==> config.mk <==
export PLATFORM = sky130hd
export DESIGN_NAME = opb_register_bank_simulink2ppc
export DESIGN_NICKNAME = d
export VERILOG_FILES = /design/src/rtl/opb_reg_bank_pkg.sv /design/src/rtl/opb_slave_ack_fsm.sv /design/src/rtl/opb_register_bank_simulink2ppc.sv
export SDC_FILE = /design/constraint.sdc
export NUM_CORES = 1
export LEC_CHECK = 0
export CELL_PAD_IN_SITES_DETAIL_PLACEMENT = 2
export CELL_PAD_IN_SITES_GLOBAL_PLACEMENT = 2
export CORE_AREA = 2 2 188 190
export DETAILED_ROUTE_END_ITERATION = 10
export DIE_AREA = 0 0 190 192
export PLACE_DENSITY_LB_ADDON = 0.1
export SKIP_LAST_GASP = 1
export SYNTH_ARGS = -nofsm -noshare
export SYNTH_HDL_FRONTEND = slang
export SYNTH_SLANG_ARGS = --single-unit
==> constraint.sdc <==
create_clock -name OPB_Clk -period 3.4 [get_ports OPB_Clk]
set_clock_uncertainty 0.15 [all_clocks]
set_input_delay 0.68 -clock OPB_Clk [delete_from_list [all_inputs] [get_ports OPB_Clk]]
set_output_delay 0.68 -clock OPB_Clk [all_outputs]
set_load 0.02 [all_outputs]
==> src/rtl/opb_reg_bank_pkg.sv <==
// Shared definitions for the OPB register bank: slave FSM states, CTRL
// register bit positions (numeric LSB-0 view of the big-endian OPB bus),
// word offsets and the channel count limit.
package opb_reg_bank_pkg;

  typedef enum logic [1:0] {
    ST_IDLE = 2'd0,
    ST_ACK  = 2'd1,
    ST_HOLD = 2'd2
  } ack_state_e;

  // OPB DBus[31] is numeric bit 0, DBus[30] is numeric bit 1.
  localparam int CTRL_SNAP_BIT  = 0;
  localparam int CTRL_LIVE_BIT  = 1;
  // snap_count occupies OPB bits [0:15], i.e. numeric bits [31:16].
  localparam int CTRL_COUNT_LSB = 16;

  localparam int WORD_CTRL    = 0;
  localparam int WORD_CH0     = 1;
  localparam int MAX_CHANNELS = 16;

  // CTRL/STATUS read value in numeric (LSB-0) order.
  function automatic logic [31:0] ctrl_word(input logic [15:0] cnt, input logic live);
    logic [31:0] w;
    w = '0;
    w[CTRL_COUNT_LSB +: 16] = cnt;
    w[CTRL_LIVE_BIT]        = live;
    return w;
  endfunction

endpackage

==> src/rtl/opb_slave_ack_fsm.sv <==
// OPB slave address decode and acknowledge sequencer. Produces a one-cycle
// accept strobe on the hit cycle and a single-cycle ack in the following
// cycle; a master that keeps select asserted is parked in HOLD so the same
// access is never acknowledged twice.
//
// state   | meaning
// --------+---------------------------------------------------------
// ST_IDLE | waiting for a select with an address inside the bank
// ST_ACK  | Sl_xferAck asserted for exactly this cycle
// ST_HOLD | access done, waiting for the master to drop select
module opb_slave_ack_fsm
  import opb_reg_bank_pkg::*;
#(
  parameter logic [31:0] C_BASEADDR   = 32'h010B0100,
  parameter logic [31:0] C_HIGHADDR   = 32'h010B01FF,
  parameter int          C_OPB_AWIDTH = 32
) (
  input  logic                    i_clk,
  input  logic                    i_rst_n,
  input  logic [C_OPB_AWIDTH-1:0] i_abus,
  input  logic                    i_select,
  output logic                    o_accept,
  output logic                    o_ack
);

  ack_state_e r_state;
  ack_state_e w_state_nxt;
  logic       w_hit;

  assign w_hit = i_select &&
                 (i_abus >= C_OPB_AWIDTH'(C_BASEADDR)) &&
                 (i_abus <= C_OPB_AWIDTH'(C_HIGHADDR));

  // State register; reset aborts any access in flight.
  always_ff @(posedge i_clk or negedge i_rst_n) begin
    if (!i_rst_n) r_state <= ST_IDLE;
    else          r_state <= w_state_nxt;
  end

  // Next-state and strobe decode.
  always_comb begin
    w_state_nxt = r_state;
    o_accept    = 1'b0;
    o_ack       = 1'b0;
    case (r_state)
      ST_IDLE: begin
        if (w_hit) begin
          o_accept    = 1'b1;
          w_state_nxt = ST_ACK;
        end
      end
      ST_ACK: begin
        o_ack       = 1'b1;
        w_state_nxt = ST_HOLD;
      end
      ST_HOLD: begin
        if (!i_select) w_state_nxt = ST_IDLE;
      end
      default: w_state_nxt = ST_IDLE;
    endcase
  end

endmodule

==> src/rtl/opb_register_bank_simulink2ppc.sv <==
// OPB slave register bank exposing C_NUM_CHANNELS 32-bit user channels to the
// PPC. Word 0 is CTRL/STATUS (snapshot request, live-mode, snapshot counter);
// words 1..C_NUM_CHANNELS read either the last snapshot or the live inputs.
// Optional feature macro: OPB_REG_BANK_TIMESTAMP_EN adds a free-running cycle
// counter captured at each snapshot, readable at word C_NUM_CHANNELS+1.
module opb_register_bank_simulink2ppc
  import opb_reg_bank_pkg::*;
#(
  parameter logic [31:0] C_BASEADDR     = 32'h010B0100,
  parameter logic [31:0] C_HIGHADDR     = 32'h010B01FF,
  parameter int          C_OPB_AWIDTH   = 32,
  parameter int          C_OPB_DWIDTH   = 32,
  parameter int          C_NUM_CHANNELS = 4
) (
  input  logic                        OPB_Clk,
  input  logic                        OPB_Rst_n,
  input  logic [0:C_OPB_AWIDTH-1]     OPB_ABus,
  input  logic [0:3]                  OPB_BE,
  input  logic [0:C_OPB_DWIDTH-1]     OPB_DBus,
  input  logic                        OPB_RNW,
  input  logic                        OPB_select,
  input  logic                        OPB_seqAddr,
  output logic [0:C_OPB_DWIDTH-1]     Sl_DBus,
  output logic                        Sl_xferAck,
  output logic                        Sl_errAck,
  output logic                        Sl_retry,
  output logic                        Sl_toutSup,
  input  logic [32*C_NUM_CHANNELS-1:0] user_data_in,
  output logic                        snap_strobe
);

  localparam int WORD_W = C_OPB_AWIDTH - 2;

  // Numeric (LSB-0) views of the big-endian bus fields.
  logic [C_OPB_AWIDTH-1:0] w_abus;
  logic [C_OPB_DWIDTH-1:0] w_dbus;
  logic [3:0]              w_be;
  logic [C_OPB_AWIDTH-1:0] w_offset;
  logic [WORD_W-1:0]       w_word;

  assign w_abus   = OPB_ABus;
  assign w_dbus   = OPB_DBus;
  assign w_be     = OPB_BE;
  assign w_offset = w_abus - C_OPB_AWIDTH'(C_BASEADDR);
  assign w_word   = w_offset[C_OPB_AWIDTH-1:2];

  logic w_accept;
  logic w_ack;

  opb_slave_ack_fsm #(
    .C_BASEADDR  (C_BASEADDR),
    .C_HIGHADDR  (C_HIGHADDR),
    .C_OPB_AWIDTH(C_OPB_AWIDTH)
  ) u_ack_fsm (
    .i_clk   (OPB_Clk),
    .i_rst_n (OPB_Rst_n),
    .i_abus  (w_abus),
    .i_select(OPB_select),
    .o_accept(w_accept),
    .o_ack   (w_ack)
  );

  // Access captured on the hit cycle, consumed during ACK.
  logic                    r_rnw;
  logic [WORD_W-1:0]       r_word;
  logic                    r_be_lsb;
  logic                    r_wsnap;
  logic                    r_wlive;
  logic [C_OPB_DWIDTH-1:0] r_rdata;

  // Bank state.
  logic [31:0] r_snap [C_NUM_CHANNELS];
  logic [15:0] r_snap_count;
  logic        r_live;
  logic        r_snap_strobe;

`ifdef OPB_REG_BANK_TIMESTAMP_EN
  logic [31:0] r_ts;
  logic [31:0] r_ts_snap;
`endif

  logic                    w_ctrl_wr;
  logic                    w_snap_take;
  logic [C_OPB_DWIDTH-1:0] w_rd_val;

  // A CTRL write only takes effect when the least significant byte lane is
  // enabled; it commits at the end of the ACK cycle so a reset during ACK
  // discards it.
  assign w_ctrl_wr   = w_ack && !r_rnw && (r_word == WORD_W'(WORD_CTRL)) && r_be_lsb;
  assign w_snap_take = w_ctrl_wr && r_wsnap;

  // Read mux evaluated against the address presented on the hit cycle, so
  // live-mode reads see user_data_in as it was at the hit.
  always_comb begin
    w_rd_val = '0;
    if (w_word == WORD_W'(WORD_CTRL)) begin
      w_rd_val = C_OPB_DWIDTH'(ctrl_word(r_snap_count, r_live));
    end
    for (int k = 0; k < C_NUM_CHANNELS; k++) begin
      if (w_word == WORD_W'(WORD_CH0 + k)) begin
        w_rd_val = r_live ? C_OPB_DWIDTH'(user_data_in[32*k +: 32])
                          : C_OPB_DWIDTH'(r_snap[k]);
      end
    end
`ifdef OPB_REG_BANK_TIMESTAMP_EN
    if (w_word == WORD_W'(WORD_CH0 + C_NUM_CHANNELS)) begin
      w_rd_val = r_live ? C_OPB_DWIDTH'(r_ts) : C_OPB_DWIDTH'(r_ts_snap);
    end
`endif
  end

  // Latch the access attributes and read data when the FSM accepts a hit.
  always_ff @(posedge OPB_Clk or negedge OPB_Rst_n) begin
    if (!OPB_Rst_n) begin
      r_rnw    <= 1'b0;
      r_word   <= '0;
      r_be_lsb <= 1'b0;
      r_wsnap  <= 1'b0;
      r_wlive  <= 1'b0;
      r_rdata  <= '0;
    end else if (w_accept) begin
      r_rnw    <= OPB_RNW;
      r_word   <= w_word;
      r_be_lsb <= w_be[0];
      r_wsnap  <= w_dbus[CTRL_SNAP_BIT];
      r_wlive  <= w_dbus[CTRL_LIVE_BIT];
      r_rdata  <= w_rd_val;
    end
  end

  // Snapshot capture, snapshot counter, strobe and live-mode bit.
  always_ff @(posedge OPB_Clk or negedge OPB_Rst_n) begin
    if (!OPB_Rst_n) begin
      for (int k = 0; k < C_NUM_CHANNELS; k++) r_snap[k] <= '0;
      r_snap_count  <= '0;
      r_live        <= 1'b0;
      r_snap_strobe <= 1'b0;
    end else begin
      r_snap_strobe <= w_snap_take;
      if (w_snap_take) begin
        for (int k = 0; k < C_NUM_CHANNELS; k++) r_snap[k] <= user_data_in[32*k +: 32];
        r_snap_count <= r_snap_count + 16'd1;
      end
      if (w_ctrl_wr) r_live <= r_wlive;
    end
  end

`ifdef OPB_REG_BANK_TIMESTAMP_EN
  // Free-running cycle counter, captured alongside the channel snapshot.
  always_ff @(posedge OPB_Clk or negedge OPB_Rst_n) begin
    if (!OPB_Rst_n) begin
      r_ts      <= '0;
      r_ts_snap <= '0;
    end else begin
      r_ts <= r_ts + 32'd1;
      if (w_snap_take) r_ts_snap <= r_ts;
    end
  end
`endif

  assign Sl_xferAck  = w_ack;
  assign Sl_DBus     = (w_ack && r_rnw) ? r_rdata : '0;
  assign Sl_errAck   = 1'b0;
  assign Sl_retry    = 1'b0;
  assign Sl_toutSup  = 1'b0;
  assign snap_strobe = r_snap_strobe;

  // Bus fields this slave has no use for (burst hint, upper byte lanes).
  logic w_unused;
  assign w_unused = ^{OPB_seqAddr, w_be[3:1], w_dbus[C_OPB_DWIDTH-1:2], w_offset[1:0]};

endmodule
### After elaboration in Yosys (flattened, before gate mapping)

Cells that the tools add are included.

* flip-flop bits (word level): 214
* input port bits: 201
* word-level logic and storage cells: 54

* add/sub/neg operators: 2
* order comparisons: 2
* equal/unequal tests: 8
* multiplexer cells: 16
* reduce and logical (&&, ||, !) cells: 12

Operator list (number)
* 32-bit 2-to-1 mux: 10
* 30-bit by 2-bit == test with 1-bit output (second input constant): 2
* 30-bit zero test: 2
* 32-bit by 25-bit greater-or-equal comparator with 1-bit output (second input constant): 1
* 32-bit by 25-bit less-or-equal comparator with 1-bit output (second input constant): 1
* 32-bit by 25-bit subtractor with 32-bit output (second input constant): 1
* 30-bit by 1-bit == test with 1-bit output (second input constant): 1
* 30-bit by 3-bit == test with 1-bit output (second input constant): 1
* 16-bit by 1-bit adder with 16-bit output (second input constant): 1
* 1-bit logical AND: 7
* 2-bit one-hot mux with 3 select lines: 1
* 2-bit 2-to-1 mux: 2
* 1-bit 2-to-1 mux: 3
* 2-bit by 1-bit == test with 1-bit output (second input constant): 1
* 2-bit == test (second input constant): 1
* 2-bit zero test: 1
* 2-bit by 1-bit != test with 1-bit output (second input constant): 1
* 2-bit != test (second input constant): 1
* 2-bit AND reduction: 1
* 1-bit zero test: 1

### Longest topological paths before layout

* depth in word-level cells: 7
* depth in mapped cells: 13
* mapped depth without buffers: 9

### Cells and area by module

From an unflattened synthesis, not the netlist that was laid out.

* cells, all modules: 946
* area, all modules: 11431.0 um^2

Modules (own cells, without submodules)
* opb_register_bank_simulink2ppc: instances 1, cells each 930, area an instance 11263.3 um^2, sequential area each 5305.1 um^2
* opb_slave_ack_fsm: instances 1, cells each 16, area an instance 167.7 um^2, sequential area each 50.0 um^2

### Worst setup path after synthesis

No wires, ideal clock.

* kind: input -> register
* start point: in OPB_ABus[22] (netlist bit)
* end point: reg r_rdata[22]
* library setup time: 87 ps
* arrival time: 3119 ps
* required time: 3163 ps
* setup slack: 45 ps
* cell stages on the path: 12
* path through: inv_1 > ha_1 > buf_2 > or4b_1 > o211a_1 > a21oi_1 > xnor2_1 > and3_1 > clkbuf_1 > clkbuf_1 > a41oi_1 > a211oi_2

* cells in the longest elaborated chain, start to end: 7
* elaborated cells on any way between the ends: 17

RTL lines
* start, declared: line opb_register_bank_simulink2ppc.sv:17 `input logic [0:C_OPB_AWIDTH-1] OPB_ABus,`
* 32-bit by 25-bit subtractor with 32-bit output: line opb_register_bank_simulink2ppc.sv:44 `assign w_offset = w_abus - C_OPB_AWIDTH'(C_BASEADDR);`
* 30-bit zero test: line opb_register_bank_simulink2ppc.sv:96 `if (w_word == WORD_W'(WORD_CTRL)) begin`
* 32-bit 2-to-1 mux: line opb_register_bank_simulink2ppc.sv:96
* 32-bit 2-to-1 mux (4 in a row): line opb_register_bank_simulink2ppc.sv:100 `if (w_word == WORD_W'(WORD_CH0 + k)) begin`
* end signal, assigned: line opb_register_bank_simulink2ppc.sv:127 `r_rdata <= w_rd_val;`
* end, declared: line opb_register_bank_simulink2ppc.sv:69 `logic [C_OPB_DWIDTH-1:0] r_rdata;`

Several ways; a longest one is shown, not always the timed one.
A chain may end at the register's enable or synchronous reset.

### Worst setup path in the final report

* start point: in OPB_ABus[23] (netlist bit)
* end point: reg r_rdata[16]

* cells in the longest elaborated chain, start to end: 7
* elaborated cells on any way between the ends: 17

RTL lines
* 32-bit by 25-bit subtractor with 32-bit output *: line opb_register_bank_simulink2ppc.sv:44
* named net w_offset[8]: line opb_register_bank_simulink2ppc.sv:38 `logic [C_OPB_AWIDTH-1:0] w_offset;`
* 30-bit zero test: line opb_register_bank_simulink2ppc.sv:96
* 32-bit 2-to-1 mux: line opb_register_bank_simulink2ppc.sv:96
* 32-bit 2-to-1 mux (3 in a row): line opb_register_bank_simulink2ppc.sv:100
* 32-bit 2-to-1 mux *: line opb_register_bank_simulink2ppc.sv:100

Mark *: on every way through the listed nets, which the timed path passes. The rest lies on a longest branch.

==> results.sh <==
export IMPL_wl_um=38610
export IMPL_io_buffers=200
export IMPL_rsz0062_at_grt="true"
export IMPL_min_to="r_word[1]"
export IMPL_cts_setup_buffers=0
export IMPL_synth_avg_cell_area_um2=11.41
export IMPL_final_cell_mix="dfrtp_1 (213), clkdlybuf4s50_1 (197), mux2_2 (160), buf_4 (88), nor2_1 (87)"
export IMPL_synth_area_leader_cell="dfrtp_1"
export IMPL_io_pins=238
export IMPL_end_kind="register"
export IMPL_ys_types=65
export IMPL_post_drt_wl_per_cell_um=22.15
export IMPL_drt_initial_drc_count=269
export IMPL_slew_viol_final=0
export IMPL_rows=68
export IMPL_r2r_end="r_rdata[24]"
export IMPL_cts_max_level=1
export IMPL_layoutNonFillerInstCount=1743
export IMPL_synth_area_leaders="dfrtp_1 (46%), mux2_2 (16%), mux4_2 (6.2%), mux2i_1 (3.0%), nor2_1 (2.8%)"
export IMPL_synth_xor_area_share=0.01665
export IMPL_worst_setup_hold_path_clk_slew_ps=60
export IMPL_worstSetupPathType="in -> reg"
export IMPL_synth_flop_cell="dfrtp_1"
export IMPL_placed_cells=1690
export IMPL_ff_latch_area_mm2=0.005359
export IMPL_cts_tree="done"
export IMPL_synth_area_mm2=0.01157
export IMPL_die_w_um=190
export IMPL_die_area_mm2=0.03648
export IMPL_vias_per_cell=5.315
export IMPL_yosysWarningCount=0
export IMPL_fin_crit_ps=3234
export IMPL_synth_edf_count=0
export IMPL_run_status="completed"
export IMPL_grt_start_max_net_pins=71
export IMPL_die_height_um=192
export IMPL_ff2ff_setup_slack_ps=700
export IMPL_yosys_register_bits=214
export IMPL_crit_chain="clkdlybuf4s50_1, inv_1, ha_1, or4b_4, o211ai_1, o221ai_1, nor4_2, and4b_2, and3_1, buf_12, a211oi_1"
export IMPL_grt_total_usage=0.2141
export IMPL_drc=0
export IMPL_grt_pass1_vias=10480
export IMPL_dr_pass1_iters=4
export IMPL_via_count=9264
export IMPL_post_place_ws_ps=-607.6
export IMPL_core_area_mm2=0.03429
export IMPL_fin_crit_sh=0.9512
export IMPL_critPathMaxStageDelay_ps=480
export IMPL_drv_cap=0
export IMPL_detail_route_antenna_nets=0
export IMPL_min_from="r_word[1]"
export IMPL_ir_drop_uv=401.3
export IMPL_synth_fa_ha_area_frac=0.003244
export IMPL_setup_violations_final=0
export IMPL_clock_sinks=214
export IMPL_nFillCells=3461
export IMPL_crit_fanout=16
export IMPL_antenna_found_initial=6
export IMPL_p_per_area_mw_per_mm2=377.2
export IMPL_p_leak_nw=6.905
export IMPL_mostFrequentLayoutCell="dfrtp_1"
export IMPL_synthArstFlopShare=1.000
export IMPL_synth_top_family_by_area="multiplexers"
export IMPL_grt_first_pass_wirelength_um=61290
export IMPL_hp_class="reg -> reg"
export IMPL_root_buffer="clkbuf_16"
export IMPL_slew_headroom=0.5377
export IMPL_yosysSeqAreaShare=0.4628
export IMPL_crit_path_top_delay_cell="clkdlybuf4s50_1"
export IMPL_insertion_delay_ps=550
export IMPL_layout_drive_gt1_share=0.2856
export IMPL_synth_compound_area_frac=0.1053
export IMPL_yosysTopAreaCellShare=0.4628
export IMPL_whs_path_depth=2
export IMPL_cp_required_ps=3670
export IMPL_synthCells=1014
export IMPL_yosys_area_share_simple=0.1292
export IMPL_worst_slew_pin_slew_ps=693.4
export IMPL_multi_input_area_mm2=0.005874
export IMPL_dpl_hpwl_um=27800
export IMPL_nets=1469
export IMPL_synthMuxAreaShare=0.2483
export IMPL_syn2layout_area_growth_pct=35.19
export IMPL_initial_core_util=0.3375
export IMPL_cp_data_arrival_time_ps=3500
export IMPL_rr_startpoint="r_live"
export IMPL_hold_violations=0
export IMPL_postLayoutSetupSlackWorst_ps=166.0
export IMPL_max_freq_mhz=309.2
export IMPL_reg2regPathDepth=5
export IMPL_place_congestion=0.7910
export IMPL_cts_buffers=27
export IMPL_cp_start_kind="input port"
export IMPL_grt_ovfl_total=0
export IMPL_cts_buffer_depth=3
sequential cells by signal, indices dropped and copies added (netlist names):
signal	cells
r_snap	128
r_rdata	32
r_word	30
r_snap_count	16
u_ack_fsm.r_state	2
r_be_lsb	1
r_live	1
r_rnw	1
r_wlive	1
r_wsnap	1
snap_strobe	1
area by class of cell:
type	instances	area share
multi-input combinational	710	0.3755
sequential	214	0.3426
timing repair buffer	302	0.1866
clock buffer	40	0.05015
tap	455	0.03639
clock inverter	9	0.005839
inverter	10	0.002400
antenna	3	0.0004799
synth_stat cells, drive strengths merged (3+ instances only):
| cell type | number |
|---|---|
| a22oi | 15 |
| mux2 | 160 |
| and3 | 38 |
| mux2i | 35 |
| o211ai | 19 |
| a21o | 3 |
| o21ai | 29 |
| dfrtp | 214 |
| buf | 32 |
| or3 | 5 |
| nor3 | 11 |
| xor2 | 9 |
| clkbuf | 50 |
| a211oi | 35 |
| mux4 | 32 |
| a211o | 4 |
| nor2 | 87 |
| nand2 | 71 |
| or4 | 5 |
| a41oi | 16 |
| nor2b | 4 |
| nand3 | 8 |
| xnor2 | 13 |
| and2 | 3 |
| inv | 10 |
| nand4 | 25 |
| ha | 3 |
| nor4 | 16 |
| a21oi | 23 |
| and4 | 3 |
per-layer routing:
| layer | vias up | wire [um] | GRT usage |
|---|---|---|---|
| li1 | 4282 | - | - |
| met1 | 4782 | 17620 | 0.2899 |
| met2 | 144 | 18790 | 0.3645 |
| met3 | 50 | 1577 | 0.03636 |
| met4 | 6 | 584 | 0.03727 |
| met5 | - | 42 | 0 |
kinds of logic (layout without fill, tap and decap cells):
family	after synthesis	after routing
and+or+nand+nor	292	292
muxes	227	227
DFF	214	214
AOI/OAI and AO/OA	163	163
buffers and inverters	92	361
xor gates and xnor gates	22	22
adders and majority gates	3	3
other	1	6
timing repair:
action,CTS,global route
cloned,0,0
hold buffers,1,0
hold endpoints to repair,63,0
setup endpoints to repair,26,32
gates resized for setup,2,8
pin swaps,1,2
where the power goes:
group	switching, mW	total (mW)	internal, mW
combinational	0.259	0.533	0.275
clock	1.14	2.82	1.68
sequential	0.000000114	2.55	2.55
total	1.40	5.90	4.50
metrics by stage:
stage	power, mW	setup TNS [ps]	hold slack, ps	area (um^2)	util
2_1_floorplan	2.718	0	234.4	11580	-
6_report	5.900	0	327.4	15640	0.4562
5_1_grt	6.141	0	367.3	15640	0.4561
3_5_place_dp	3.127	-20930	318.9	14710	0.4290
4_1_cts	6.001	0	332.2	15600	0.4550
3_3_place_gp	3.121	-17050	302.0	14710	0.4290
worst max path at each step:
stage,start,end
CTS,OPB_ABus[23],r_rdata[6]
global placement,OPB_ABus[23],r_rdata[30]
detailed placement,OPB_ABus[23],r_rdata[6]
global route,OPB_ABus[23],r_rdata[25]
floorplan,OPB_ABus[22],r_rdata[22]
finish,OPB_ABus[23],r_rdata[16]
worst max-delay path: cells and delay by family:
family                     cells  cell delay (ps)
and+or+nand+nor                4             1260
buffers and inverters          3              740
AOI/OAI and AO/OA              3              630
adders and majority gates      1              170
(Power assumes the default switching activity.)
